===== config.mk =====
export PLATFORM = sky130hd
export DESIGN_NAME = cacheline_burst_adaptor_flat
export DESIGN_NICKNAME = d
export VERILOG_FILES = /design/src/rtl/cacheline_burst_adaptor_if.sv /design/src/rtl/cacheline_burst_adaptor.sv /design/src/flat_wrapper.sv
export SDC_FILE = /design/constraint.sdc
export NUM_CORES = 1
export LEC_CHECK = 0
export ABC_AREA = 1
export CORE_AREA = 3 3 280 282
export DETAILED_ROUTE_END_ITERATION = 8
export DIE_AREA = 0 0 283 285
export PLACE_DENSITY = 0.7
export SLEW_MARGIN = 20
export SYNTH_ARGS = -nofsm -noshare
export SYNTH_HDL_FRONTEND = slang
export SYNTH_SLANG_ARGS = --single-unit

===== constraint.sdc =====
create_clock -name clk -period 2.39 [get_ports clk]
set_input_delay 0.478 -clock clk [delete_from_list [all_inputs] [get_ports clk]]
set_output_delay 0.478 -clock clk [all_outputs]
set_load 0.005 [all_outputs]

===== src/rtl/cacheline_burst_adaptor_if.sv =====
// Bus bundle for cacheline_burst_adaptor: cache-side line port plus memory-side burst port.
`timescale 1ns/1ps
interface cacheline_burst_adaptor_if #(
  parameter int LINE_W  = 256,
  parameter int BURST_W = 64
);
  logic               pmem_read;
  logic               pmem_write;
  logic [31:0]        pmem_address;
  logic [LINE_W-1:0]  pmem_wdata;
  logic [LINE_W-1:0]  pmem_rdata;
  logic               pmem_resp;
  logic [BURST_W-1:0] burst_i;
  logic               resp_i;
  logic [BURST_W-1:0] burst_o;
  logic [31:0]        address_o;
  logic               read_o;
  logic               write_o;
  logic               timeout;

  modport slave (
    input  pmem_read, pmem_write, pmem_address, pmem_wdata, burst_i, resp_i,
    output pmem_rdata, pmem_resp, burst_o, address_o, read_o, write_o, timeout
  );

  modport master (
    output pmem_read, pmem_write, pmem_address, pmem_wdata, burst_i, resp_i,
    input  pmem_rdata, pmem_resp, burst_o, address_o, read_o, write_o, timeout
  );
endinterface


===== src/rtl/cacheline_burst_adaptor.sv =====
// Converts a cache line read/write into a LINE_W/BURST_W-beat memory burst.
// Optional watchdog enabled by CACHELINE_ADAPTOR_TIMEOUT_EN.
`timescale 1ns/1ps
module cacheline_burst_adaptor #(
  parameter int LINE_W  = 256,
  parameter int BURST_W = 64
) (
  input  logic                    clk,
  input  logic                    rst,
  cacheline_burst_adaptor_if.slave bus
);
  localparam int BEATS = LINE_W / BURST_W;
  localparam int CW    = $clog2(BEATS);
  localparam int OFF_W = $clog2(LINE_W / 8);

  typedef enum logic [1:0] {IDLE, RD_BURST, WR_BURST, DONE} state_e;

  state_e             state_q;
  logic [CW-1:0]      cnt_q;
  logic [CW-1:0]      cnt_d;
  logic [LINE_W-1:0]  wline_q;
  logic [LINE_W-1:0]  rdata_q;
  logic [BURST_W-1:0] burst_q;
  logic [31:0]        addr_q;
  logic               rd_q;
  logic               wr_q;
  logic               resp_q;
  logic               last_beat;

  assign cnt_d     = cnt_q + CW'(1);
  assign last_beat = (cnt_q == CW'(BEATS - 1));

  always_ff @(posedge clk or negedge rst) begin
    if (!rst) begin
      state_q <= IDLE;
      cnt_q   <= '0;
      wline_q <= '0;
      rdata_q <= '0;
      burst_q <= '0;
      addr_q  <= '0;
      rd_q    <= 1'b0;
      wr_q    <= 1'b0;
      resp_q  <= 1'b0;
    end else begin
      resp_q <= 1'b0;
      case (state_q)
        IDLE: begin
          cnt_q <= '0;
          if (bus.pmem_write) begin
            state_q <= WR_BURST;
            addr_q  <= {bus.pmem_address[31:OFF_W], OFF_W'(0)};
            wline_q <= bus.pmem_wdata;
            burst_q <= bus.pmem_wdata[BURST_W-1:0];
            wr_q    <= 1'b1;
          end else if (bus.pmem_read) begin
            state_q <= RD_BURST;
            addr_q  <= {bus.pmem_address[31:OFF_W], OFF_W'(0)};
            rd_q    <= 1'b1;
          end
        end
        RD_BURST: if (bus.resp_i) begin
          rdata_q[cnt_q*BURST_W +: BURST_W] <= bus.burst_i;
          cnt_q <= cnt_d;
          if (last_beat) begin
            state_q <= DONE;
            rd_q    <= 1'b0;
            resp_q  <= 1'b1;
            cnt_q   <= '0;
          end
        end
        WR_BURST: if (bus.resp_i) begin
          cnt_q   <= cnt_d;
          // Pre-load the next slice so burst_o is valid while write_o waits for resp_i.
          burst_q <= wline_q[cnt_d*BURST_W +: BURST_W];
          if (last_beat) begin
            state_q <= DONE;
            wr_q    <= 1'b0;
            resp_q  <= 1'b1;
            burst_q <= '0;
            cnt_q   <= '0;
          end
        end
        DONE: begin
          state_q <= IDLE;
          cnt_q   <= '0;
        end
        default: state_q <= IDLE;
      endcase
    end
  end

  assign bus.pmem_rdata = rdata_q;
  assign bus.pmem_resp  = resp_q;
  assign bus.burst_o    = burst_q;
  assign bus.address_o  = addr_q;
  assign bus.read_o     = rd_q;
  assign bus.write_o    = wr_q;

`ifdef CACHELINE_ADAPTOR_TIMEOUT_EN
  logic [7:0] wd_q;
  logic       to_q;
  logic       busy;

  assign busy = (state_q == RD_BURST) || (state_q == WR_BURST);

  // Saturating count of silent burst cycles; timeout is sticky until reset.
  always_ff @(posedge clk or negedge rst) begin
    if (!rst) begin
      wd_q <= '0;
      to_q <= 1'b0;
    end else begin
      if (!busy || bus.resp_i) wd_q <= '0;
      else if (wd_q != 8'hFF)  wd_q <= wd_q + 8'd1;
      if (busy && !bus.resp_i && wd_q == 8'hFE) to_q <= 1'b1;
    end
  end

  assign bus.timeout = to_q;
`else
  assign bus.timeout = 1'b0;
`endif
endmodule


===== src/flat_wrapper.sv =====
// flat-port wrapper written by rule: the top's interface ports become plain ports
module cacheline_burst_adaptor_flat 
#(
  parameter int LINE_W  = 256,
  parameter int BURST_W = 64
)
  (clk, rst, bus_pmem_read, bus_pmem_write, bus_pmem_address, bus_pmem_wdata, bus_burst_i, bus_resp_i, bus_pmem_rdata, bus_pmem_resp, bus_burst_o, bus_address_o, bus_read_o, bus_write_o, bus_timeout);
  cacheline_burst_adaptor_if #(.LINE_W(LINE_W), .BURST_W(BURST_W)) bus_i ();
  input  logic clk;
  input  logic rst;
  input wire logic [$bits(bus_i.pmem_read)-1:0] bus_pmem_read;
  input wire logic [$bits(bus_i.pmem_write)-1:0] bus_pmem_write;
  input wire logic [$bits(bus_i.pmem_address)-1:0] bus_pmem_address;
  input wire logic [$bits(bus_i.pmem_wdata)-1:0] bus_pmem_wdata;
  input wire logic [$bits(bus_i.burst_i)-1:0] bus_burst_i;
  input wire logic [$bits(bus_i.resp_i)-1:0] bus_resp_i;
  output wire logic [$bits(bus_i.pmem_rdata)-1:0] bus_pmem_rdata;
  output wire logic [$bits(bus_i.pmem_resp)-1:0] bus_pmem_resp;
  output wire logic [$bits(bus_i.burst_o)-1:0] bus_burst_o;
  output wire logic [$bits(bus_i.address_o)-1:0] bus_address_o;
  output wire logic [$bits(bus_i.read_o)-1:0] bus_read_o;
  output wire logic [$bits(bus_i.write_o)-1:0] bus_write_o;
  output wire logic [$bits(bus_i.timeout)-1:0] bus_timeout;
  assign bus_i.pmem_read = bus_pmem_read;
  assign bus_i.pmem_write = bus_pmem_write;
  assign bus_i.pmem_address = bus_pmem_address;
  assign bus_i.pmem_wdata = bus_pmem_wdata;
  assign bus_i.burst_i = bus_burst_i;
  assign bus_i.resp_i = bus_resp_i;
  assign bus_pmem_rdata = bus_i.pmem_rdata;
  assign bus_pmem_resp = bus_i.pmem_resp;
  assign bus_burst_o = bus_i.burst_o;
  assign bus_address_o = bus_i.address_o;
  assign bus_read_o = bus_i.read_o;
  assign bus_write_o = bus_i.write_o;
  assign bus_timeout = bus_i.timeout;
  cacheline_burst_adaptor #(.LINE_W(LINE_W), .BURST_W(BURST_W)) u_core (.clk(clk), .rst(rst), .bus(bus_i));
endmodule

Word level (Yosys, flattened, before mapping)
Cells that the tools add are included.

storage, ports and cells
  bits of input ports = 357
  register bits after elaboration = 615
  word-level logic and storage cells = 66
  output and inout bits = 356

operators by class
  equality and inequality tests = 14
  muxes and demuxes = 25
  reduce and logical (&&, ||, !) cells = 13
  shift-type cells = 3
  add/subtract/negate cells = 2

operator list
  kind                                                      count
  bitwise mux 256 bit                                       1
  variable shift 64 x 34 -> 256 bit (first input constant)  1
  variable part select 256 x 9 -> 64 bit                    1
  variable part select 64 x 34 -> 256 bit                   1
  2-to-1 mux 64 bit                                         3
  case mux 64 bit (2 select lines)                          1
  2-to-1 mux 32 bit                                         2
  negation 8 -> 34 bit                                      1
  2-to-1 mux 2 bit                                          6
  inequality test 2 bit (second input constant)             5
  2-to-1 mux 1 bit                                          8
  inequality test 2 x 1 -> 1 bit (second input constant)    4
  == test 2 bit (second input constant)                     3
  case mux 2 bit (3 select lines)                           1
  AND reduction 2 bit                                       3
  AND reduction 3 bit                                       2
  nonzero test 2 bit                                        3
  AND reduction 5 bit                                       1
  case mux 1 bit (2 select lines)                           2
  case mux 2 bit (2 select lines)                           1
  AND reduction 4 bit                                       1
  OR reduction 2 bit                                        2
  inequality test 3 bit (second input constant)             1
  adder 2 x 1 -> 2 bit (second input constant)              1
  other kinds (2)                                           2

Longest topological paths before layout
Gate-level depths: netlist of the first run.

  word-level depth = 5
  depth in mapped cells = 11
  depth with buffers taken out = 9

Least setup slack after synthesis of the first run
OpenSTA, ideal clock, no wires.

  path kind = register to register
  from = reg u_core.cnt_q[0]
  to = reg u_core.burst_q[33] (netlist: u_core.bus.burst_o[33])
  setup slack = 0.216 ns
  data arrival time = 2.053 ns
  clock period less this slack = 2.174 ns
  setup time = 0.121 ns
  data required time = 2.269 ns
  stages on the path, launching flop included = 12
  buffers on the path = 5
  path through = dfrtp_1 > buf_4 > inv_2 > buf_2 > buf_2 > ha_1 > inv_2 > buf_2 > clkbuf_1 > nand3_1 > nand3_1 > a21oi_1

between the ends
  cells in the longest elaborated chain, start to end = 5
  elaborated cells on any way between the ends = 6
  classes of those cells = add/sub: 1; eq/ne: 1; shift: 1; mux: 3

ends and longest elaborated chain
  element                                 line                           text
  from (decl)                             cacheline_burst_adaptor.sv:19  logic [CW-1:0] cnt_q;
  from (signal assigned)                  cacheline_burst_adaptor.sv:63  cnt_q <= cnt_d;
  from (signal assigned)                  cacheline_burst_adaptor.sv:72  cnt_q <= cnt_d;
  adder 2 x 1 -> 2 bit                    cacheline_burst_adaptor.sv:30  assign cnt_d = cnt_q + CW'(1);
  variable part select 256 x 9 -> 64 bit  cacheline_burst_adaptor.sv:74  burst_q <= wline_q[cnt_d*BURST_W +: BURST_W];
  2-to-1 mux 64 bit (*)                   cacheline_burst_adaptor.sv:75  if (last_beat) begin
  2-to-1 mux 64 bit (*)                   cacheline_burst_adaptor.sv:71  WR_BURST: if (bus.resp_i) begin
  case mux 64 bit (2 select lines) (*)    cacheline_burst_adaptor.sv:46  case (state_q)
  to (signal assigned)                    cacheline_burst_adaptor.sv:53  burst_q <= bus.pmem_wdata[BURST_W-1:0];
  to (signal assigned)                    cacheline_burst_adaptor.sv:74
  to (decl)                               cacheline_burst_adaptor.sv:23  logic [BURST_W-1:0] burst_q;

Mark *: on every way between the ends. The rest lies on a longest branch, timed or not. The select of a mux whose other input is x is not followed.
A chain may end at the register's enable or synchronous reset.

Worst setup path in the final report of the first run
  from = reg u_core.burst_q[3] (netlist: u_core.bus.burst_o[3])
  to = out bus_burst_o[3]

RTL lines
  element    line                text
  to (decl)  flat_wrapper.sv:19  output wire logic [$bits(bus_i.burst_o)-1:0] bus_burst_o;

No word-level cell between the ends.

==> results.py, run 1 <==
metrics = {
    "sta": {
        "tns_ns": 0,
        "period_share_pct": 93.4,
        "setup_viol": 0,
        "finClkSkew_ns": 0.0286,
        "layout_min_cycle_time_ns": 2.23,
        "rsz0062_at_grt": "no",
        "fin_hold_ws_ns": 0.423,
        "maxSlewViolCount": 0,
        "fmax_ghz": 0.448,
        "slew-limit-headroom_pct": 39.1,
        "hold_viol": 0,
        "setup_slack_ns": 0.158,
        "tightest_slew_ns": 0.913,
    },
    "cts": {
        "cts_max_level": 3,
        "cts_made_buffers": 67,
        "clkSlewWorstSetupHoldPaths_ns": 0.06,
        "cts_tree": "yes",
        "clk_path_buf_depth": 3,
        "cts.sinks": 610,
        "clock-root-buffer": "clkbuf_16",
        "clk-insertion-delay-late_ns": 0.60,
    },
    "critical_path": {
        "r2r-end": "u_core.bus.pmem_rdata[214]$_DFFE_PN0P_",
        "worstPathCellList": "clkdlybuf4s50_1",
        "end_kind": "output pin",
        "crit_buf_inv": 1,
        "r2r_slack_ns": 0.29,
        "reg2reg_from": "u_core.cnt_q[0]$_DFFE_PN0P_",
        "path_delay_family": "buffers and inverters",
        "critPathKind": "reg -> out",
        "required_ns": 1.91,
        "cpMaxStageDelayCell": "clkdlybuf4s50_1",
        "reg2reg_depth": 6,
        "cp_max_fo": 2,
        "slowest_delay_ns": 0.82,
        "start_kind": "flop",
        "cp.arrival_ns": 1.75,
    },
    "finish": {
        "design_area_um2": 36900,
        "drive_gt1_share_pct": 11.4,
        "nFillCells": 6954,
        "fin_nets": 3766,
        "syn_to_final_growth_pct": 41.3,
    },
    "pwr": {
        "internal_power_w": 0.0287,
        "power_w": 0.0448,
        "power_per_cell_area_nw_per_um2": 1210,
        "leakagePower_nw": 16.4,
        "peakVddDrop_v": 0.000891,
        "p_sw_share_pct": 35.8,
        "power_frac_comb_pct": 40.4,
        "p_clk_share_pct": 23.6,
        "p_sw_w": 0.0160,
        "seqPwrFrac_pct": 36.0,
    },
    "drt": {
        "vias": 22500,
        "wl_per_cell_um": 20.4,
        "postRouteWirelength_mm": 91.4,
        "first_pass_iters": 7,
        "drtIter0Drc": 1653,
        "vias_per_cell": 5.02,
        "drc": 0,
        "ant_nets": 0,
    },
    "synth": {
        "syn_avg_cell_area_um2": 9.51,
        "synth-simple-area-share_pct": 14.4,
        "synth_warnings": 0,
        "synth_top_family_by_area": "simple AND/OR/NAND/NOR gates",
        "ys_seq_area_share_pct": 58.4,
        "netlist_area_um2": 26100,
        "synth.area.mux_share_pct": 8.27,
        "synth_cell_type_count": 28,
        "ys_ff_latch": 610,
        "syn_inst": 2750,
        "synth_compound_area_share_pct": 12.3,
        "synth_fa_ha_area_share_pct": 0.479,
        "synth-xor-area-share_pct": 0.0335,
    },
    "placement": {
        "post-place-ws_ns": 0.173,
        "dpl.hpwl_mm": 63.8,
        "placedInstanceArea_um2": 34700,
        "portBuffers": 701,
        "place_congestion": 0.841,
    },
    "global_routing": {
        "grt.overflow.total": 0,
        "grt_max_degree": 181,
        "grt_pass1_vias": 22800,
        "antenna_found_initial": 17,
        "grt_pass1_wl_mm": 139,
        "grt_usage_pct": 22.1,
    },
    "floorplan": {
        "ioPinCount": 713,
        "initial_core_util_pct": 34.4,
        "rows": 101,
        "core_um2": 75900,
        "die_w_um": 283,
        "die_y_um": 285,
        "dieArea_um2": 80700,
    },
    "worst_hold_path": {
        "hold_path.class": "in -> async",
    },
    "status": {
        "status": "finished, final reports clean",
    },
    "run": {
        "cap_viol_max_count": 0,
    },
}
[layer usage]
| layer | wire length [um] | global-route usage (%) | part of all wire, % | up-vias |
|---|---|---|---|---|
| met5 | 148 | 0 | 0.16 | - |
| met4 | 3680 | 8.42 | 4.0 | 20 |
| met3 | 8790 | 7.46 | 9.6 | 192 |
| met2 | 44000 | 36.8 | 48 | 932 |
| met1 | 34700 | 26.5 | 38 | 11000 |
| li1 | - | - | - | 10400 |
[Yosys cell counts]
master	n	area share, %
nand4_2	2	0.096
xnor2_1	1	0.034
clkinv_1	1	0.014
nand3_2	1	0.038
conb_1	1	0.014
buf_2	96	1.8
inv_1	176	2.5
nor3b_1	1	0.029
nor3_4	1	0.062
o21ai_0	470	9.0
nand2_2	2	0.048
nor2_4	1	0.043
o21ai_1	77	1.5
inv_2	4	0.057
a21oi_1	92	1.8
dfrtp_1	610	58
nand2_1	452	6.5
clkbuf_2	3	0.057
nor2_2	2	0.048
a31oi_1	1	0.024
clkbuf_1	86	1.2
ha_1	10	0.48
buf_1	9	0.13
mux2_2	192	8.3
nand3_1	220	4.2
nand2_4	2	0.086
buf_4	10	0.29
nor2_1	227	3.3
[power groups by stage]
| stage | clock [W] | sequential [W] | combinational (W) |
|---|---|---|---|
| after floorplan | 0 | 0.0159 | 0.00961 |
| after global placement | 0 | 0.0161 | 0.0179 |
| after detailed placement | 0 | 0.0162 | 0.0182 |
| after CTS | 0.0108 | 0.0161 | 0.0183 |
| after global routing | 0.0112 | 0.0165 | 0.0199 |
| final | 0.0105 | 0.0161 | 0.0181 |
[logic make-up (layout without fill, tap and decap cells)]
family,count (synthesis),after routing
adders and majority gates,10,10
DFF,610,610
AOI/OAI and AO/OA,640,640
other,1,13
and+or+nand+nor,911,911
muxes,192,192
buffers and inverters,385,1077
xor gates and xnor gates,1,1
[cell usage in the layout, fill, tap and decap left out, types with 2 or more instances in the layout]
master / synthesis / routed
nand4_4: 0 / 2
clkdlybuf4s50_1: 0 / 699
clkbuf_16: 0 / 69
clkinv_2: 0 / 8
o21ai_0: 470 / 470
diode_2: 0 / 7
dfrtp_1: 610 / 609
inv_2: 4 / 5
nor2_1: 227 / 226
bufinv_16: 0 / 4
mux2_2: 192 / 192
nor2_4: 1 / 2
ha_1: 10 / 8
nand3_1: 220 / 219
nand2_1: 452 / 452
clkbuf_8: 0 / 16
ha_4: 0 / 2
nor2_2: 2 / 2
inv_1: 176 / 174
a21oi_1: 92 / 92
conb_1: 1 / 6
nand2_8: 0 / 2
buf_12: 0 / 36
clkbuf_1: 86 / 17
o21ai_1: 77 / 77
buf_4: 10 / 41
clkinv_8: 0 / 4
[sequential cells by signal, indices dropped and copies added, names as in the netlist]
| register | cells |
|---|---|
| u_core.bus.address_o | 27 |
| u_core.bus.write_o | 1 |
| u_core.bus.pmem_resp | 1 |
| u_core.wline_q | 256 |
| u_core.state_q | 2 |
| u_core.bus.burst_o | 64 |
| u_core.bus.read_o | 1 |
| u_core.bus.pmem_rdata | 256 |
| u_core.cnt_q | 2 |
[cell type report]
| cell class | instances | area [um2] | area share [%] |
|---|---|---|---|
| repair buffers | 779 | 8060 | 21.8 |
| diodes | 7 | 17.5 | 0.0474 |
| flip-flops and latches | 610 | 15300 | 41.3 |
| clock buffers | 102 | 2010 | 5.45 |
| multi-input cells | 1760 | 9380 | 25.4 |
| well taps | 1030 | 1290 | 3.49 |
| inverters | 181 | 683 | 1.85 |
| clock inverters | 15 | 220 | 0.596 |
[worst max path at each step]
stage                     slack (ns)  cells after the start                                endpoint                                from
final                           0.16                      1                          bus_burst_o[3]   u_core.bus.burst_o[3]$_DFFE_PN0P_
after floorplan                 0.22                     11      u_core.bus.burst_o[33]$_DFFE_PN0P_         u_core.cnt_q[0]$_DFFE_PN0P_
after detailed placement        0.17                      7  u_core.bus.pmem_rdata[193]$_DFFE_PN0P_                          bus_resp_i
after global placement          0.24                      7  u_core.bus.pmem_rdata[194]$_DFFE_PN0P_                          bus_resp_i
after global routing            0.09                      1                          bus_burst_o[3]   u_core.bus.burst_o[3]$_DFFE_PN0P_
after CTS                       0.03                      1                         bus_burst_o[62]  u_core.bus.burst_o[62]$_DFFE_PN0P_
[stage by stage]
stage	cells	util, %
2_1_floorplan	2755	-
3_3_place_gp	4359	45.6
3_5_place_dp	4359	45.6
4_1_cts	4477	48.6
5_1_grt	4477	48.6
6_report	4484	48.6
[repair_timing]
action	4_1_cts	5_1_grt
endpoints found under the hold margin	29	0
hold buffers	1	0
endpoints found under the setup margin	0	1
gates resized for setup	0	1
buffers inserted	0	0
Power figures use the tool's default switching activity.
==> run 2, diff against run 1 <==
Settings changed: MAX_ROUTING_LAYER set to met4.
==> run 2 against run 1 <==
Clock-buffer cell count unchanged. Via count shrank 0.12%. Cell area about the same. Hold slack better by 0.0031 ns. Critical path depth unchanged. Register-to-register slack hardly changed. Critical endpoint unchanged.
==> results.py, run 2 (synthesized netlist as in run 1, its figures left out) <==
metrics = {
    "floorplan": {
        "dieArea_um2": 80700,
        "initial_core_util_pct": 34.4,
        "die_y_um": 285,
        "core_um2": 75900,
        "rows": 101,
        "ioPinCount": 713,
        "die_w_um": 283,
    },
    "finish": {
        "design_area_um2": 36900,
        "layout_common_cells": "clkdlybuf4s50_1, dfrtp_1, o21ai_0",
        "syn_to_final_growth_pct": 41.3,
        "drive_gt1_share_pct": 11.4,
        "fin_nets": 3766,
        "utilization_pct": 48.6,
        "final_common_cell": "clkdlybuf4s50_1",
        "final_cells": 4493,
    },
    "cts": {
        "cts_tree": "yes",
        "clk_path_buf_depth": 3,
        "clkSlewWorstSetupHoldPaths_ns": 0.06,
        "clk-insertion-delay-late_ns": 0.60,
        "post_cts_buffers": 0,
        "cts_max_level": 3,
        "clock-root-buffer": "clkbuf_16",
        "cts_made_buffers": 67,
        "cts.sinks": 610,
    },
    "global_routing": {
        "top_usage_layer": "met2",
        "grt_pass1_wl_mm": 139,
        "grt.overflow.total": 0,
        "grtUsageMet3_pct": 7.51,
        "grt_usage_pct": 22.8,
        "grt_max_degree": 181,
        "grt_pass1_vias": 22800,
        "gr-usage-met2_pct": 36.7,
        "use_met1_pct": 26.5,
        "antenna_found_initial": 17,
    },
    "critical_path": {
        "cpMaxStageDelayCell": "clkdlybuf4s50_1",
        "crit_end": "bus_burst_o[3]",
        "slowest_delay_ns": 0.82,
        "required_ns": 1.91,
        "reg2reg_from": "u_core.cnt_q[0]$_DFFE_PN0P_",
        "path_delay_family": "buffers and inverters",
        "critPathKind": "reg -> out",
        "cp.arrival_ns": 1.76,
        "reg2reg_depth": 6,
        "r2r-end": "u_core.bus.pmem_rdata[214]$_DFFE_PN0P_",
        "start_kind": "flop",
        "cp_max_fo": 2,
        "crit_buf_inv": 1,
        "cp-startpoint": "u_core.bus.burst_o[3]$_DFFE_PN0P_",
        "r2r_slack_ns": 0.29,
        "worstPathCellList": "clkdlybuf4s50_1",
        "end_kind": "output pin",
        "crit_cells": 1,
    },
    "pwr": {
        "power_w": 0.0447,
        "peakVddDrop_v": 0.000896,
        "power_per_cell_area_nw_per_um2": 1210,
        "leakagePower_nw": 16.4,
    },
    "run": {
        "cap_viol_max_count": 0,
    },
    "sta": {
        "rsz0062_at_grt": "no",
        "maxSlewViolCount": 0,
        "tightest_slew_ns": 0.892,
        "period_share_pct": 93.6,
        "finClkSkew_ns": 0.0313,
        "hold_viol": 0,
        "layout_min_cycle_time_ns": 2.24,
        "setup_viol": 0,
        "slew-limit-headroom_pct": 40.6,
        "tns_ns": 0,
        "fmax_ghz": 0.447,
    },
    "placement": {
        "place_inst": 4359,
        "placedInstanceArea_um2": 34700,
        "dpl.hpwl_mm": 63.8,
        "portBuffers": 701,
        "place_congestion": 0.854,
    },
    "drt": {
        "first_pass_iters": 5,
        "vias_per_cell": 5.00,
        "drtIter0Drc": 1726,
        "vias": 22500,
        "wl_per_cell_um": 20.3,
        "postRouteWirelength_mm": 91.3,
        "ant_nets": 0,
        "drc": 0,
    },
    "status": {
        "status": "finished, final reports clean",
    },
    "worst_hold_path": {
        "hold_path.class": "in -> async",
    },
}
-- run 2: changes by cell type in the layout (fill, tap and decap cells not counted) --
cell and change:
diode_2 +9
-- run 2: layout make-up --
cell class | instances | area [um2]
fill | 6948 | 39000
sequential | 610 | 15300
multi-input combinational | 1760 | 9380
timing repair buffer | 779 | 8060
clock buffer | 102 | 2010
tap | 1030 | 1290
inverter | 181 | 683
clock inverter | 15 | 220
antenna | 16 | 40.0
-- run 2: worst min path at each step --
stage | slack, ns | to | startpoint
3_5_place_dp | 0.44 | u_core.wline_q[120]$_DFFE_PN0P_ | rst
5_1_grt | 0.41 | u_core.wline_q[254]$_DFFE_PN0P_ | rst
4_1_cts | 0.37 | u_core.wline_q[254]$_DFFE_PN0P_ | rst
2_1_floorplan | 0.18 | u_core.bus.address_o[10]$_DFFE_PN0P_ | rst
6_report | 0.43 | u_core.wline_q[254]$_DFFE_PN0P_ | rst
3_3_place_gp | 0.44 | u_core.wline_q[120]$_DFFE_PN0P_ | rst
-- run 2: metal layers --
layer,share of wire (%),vias to the layer above
met4,4.2,0
met1,38,11000
met5,0,-
met2,48,908
met3,9.6,181
li1,-,10400
-- run 2: stage by stage --
stage | setup WS [ns] | hold WS, ns
4_1_cts | 0.0286 | 0.373
3_3_place_gp | 0.235 | 0.438
6_report | 0.154 | 0.426
5_1_grt | 0.0906 | 0.412
3_5_place_dp | 0.173 | 0.440
2_1_floorplan | 0.216 | 0.182
-- run 2: what timing repair did --
action,4_1_cts,5_1_grt
endpoints found under the setup margin,0,1
hold endpoints to repair,29,0
hold buffers,1,0
gates resized for setup,0,1
-- run 2: power breakdown --
part | internal (W) | switching (W)
combinational | 0.00833 | 0.00973
sequential | 0.0142 | 0.00197
clock | 0.00625 | 0.00429
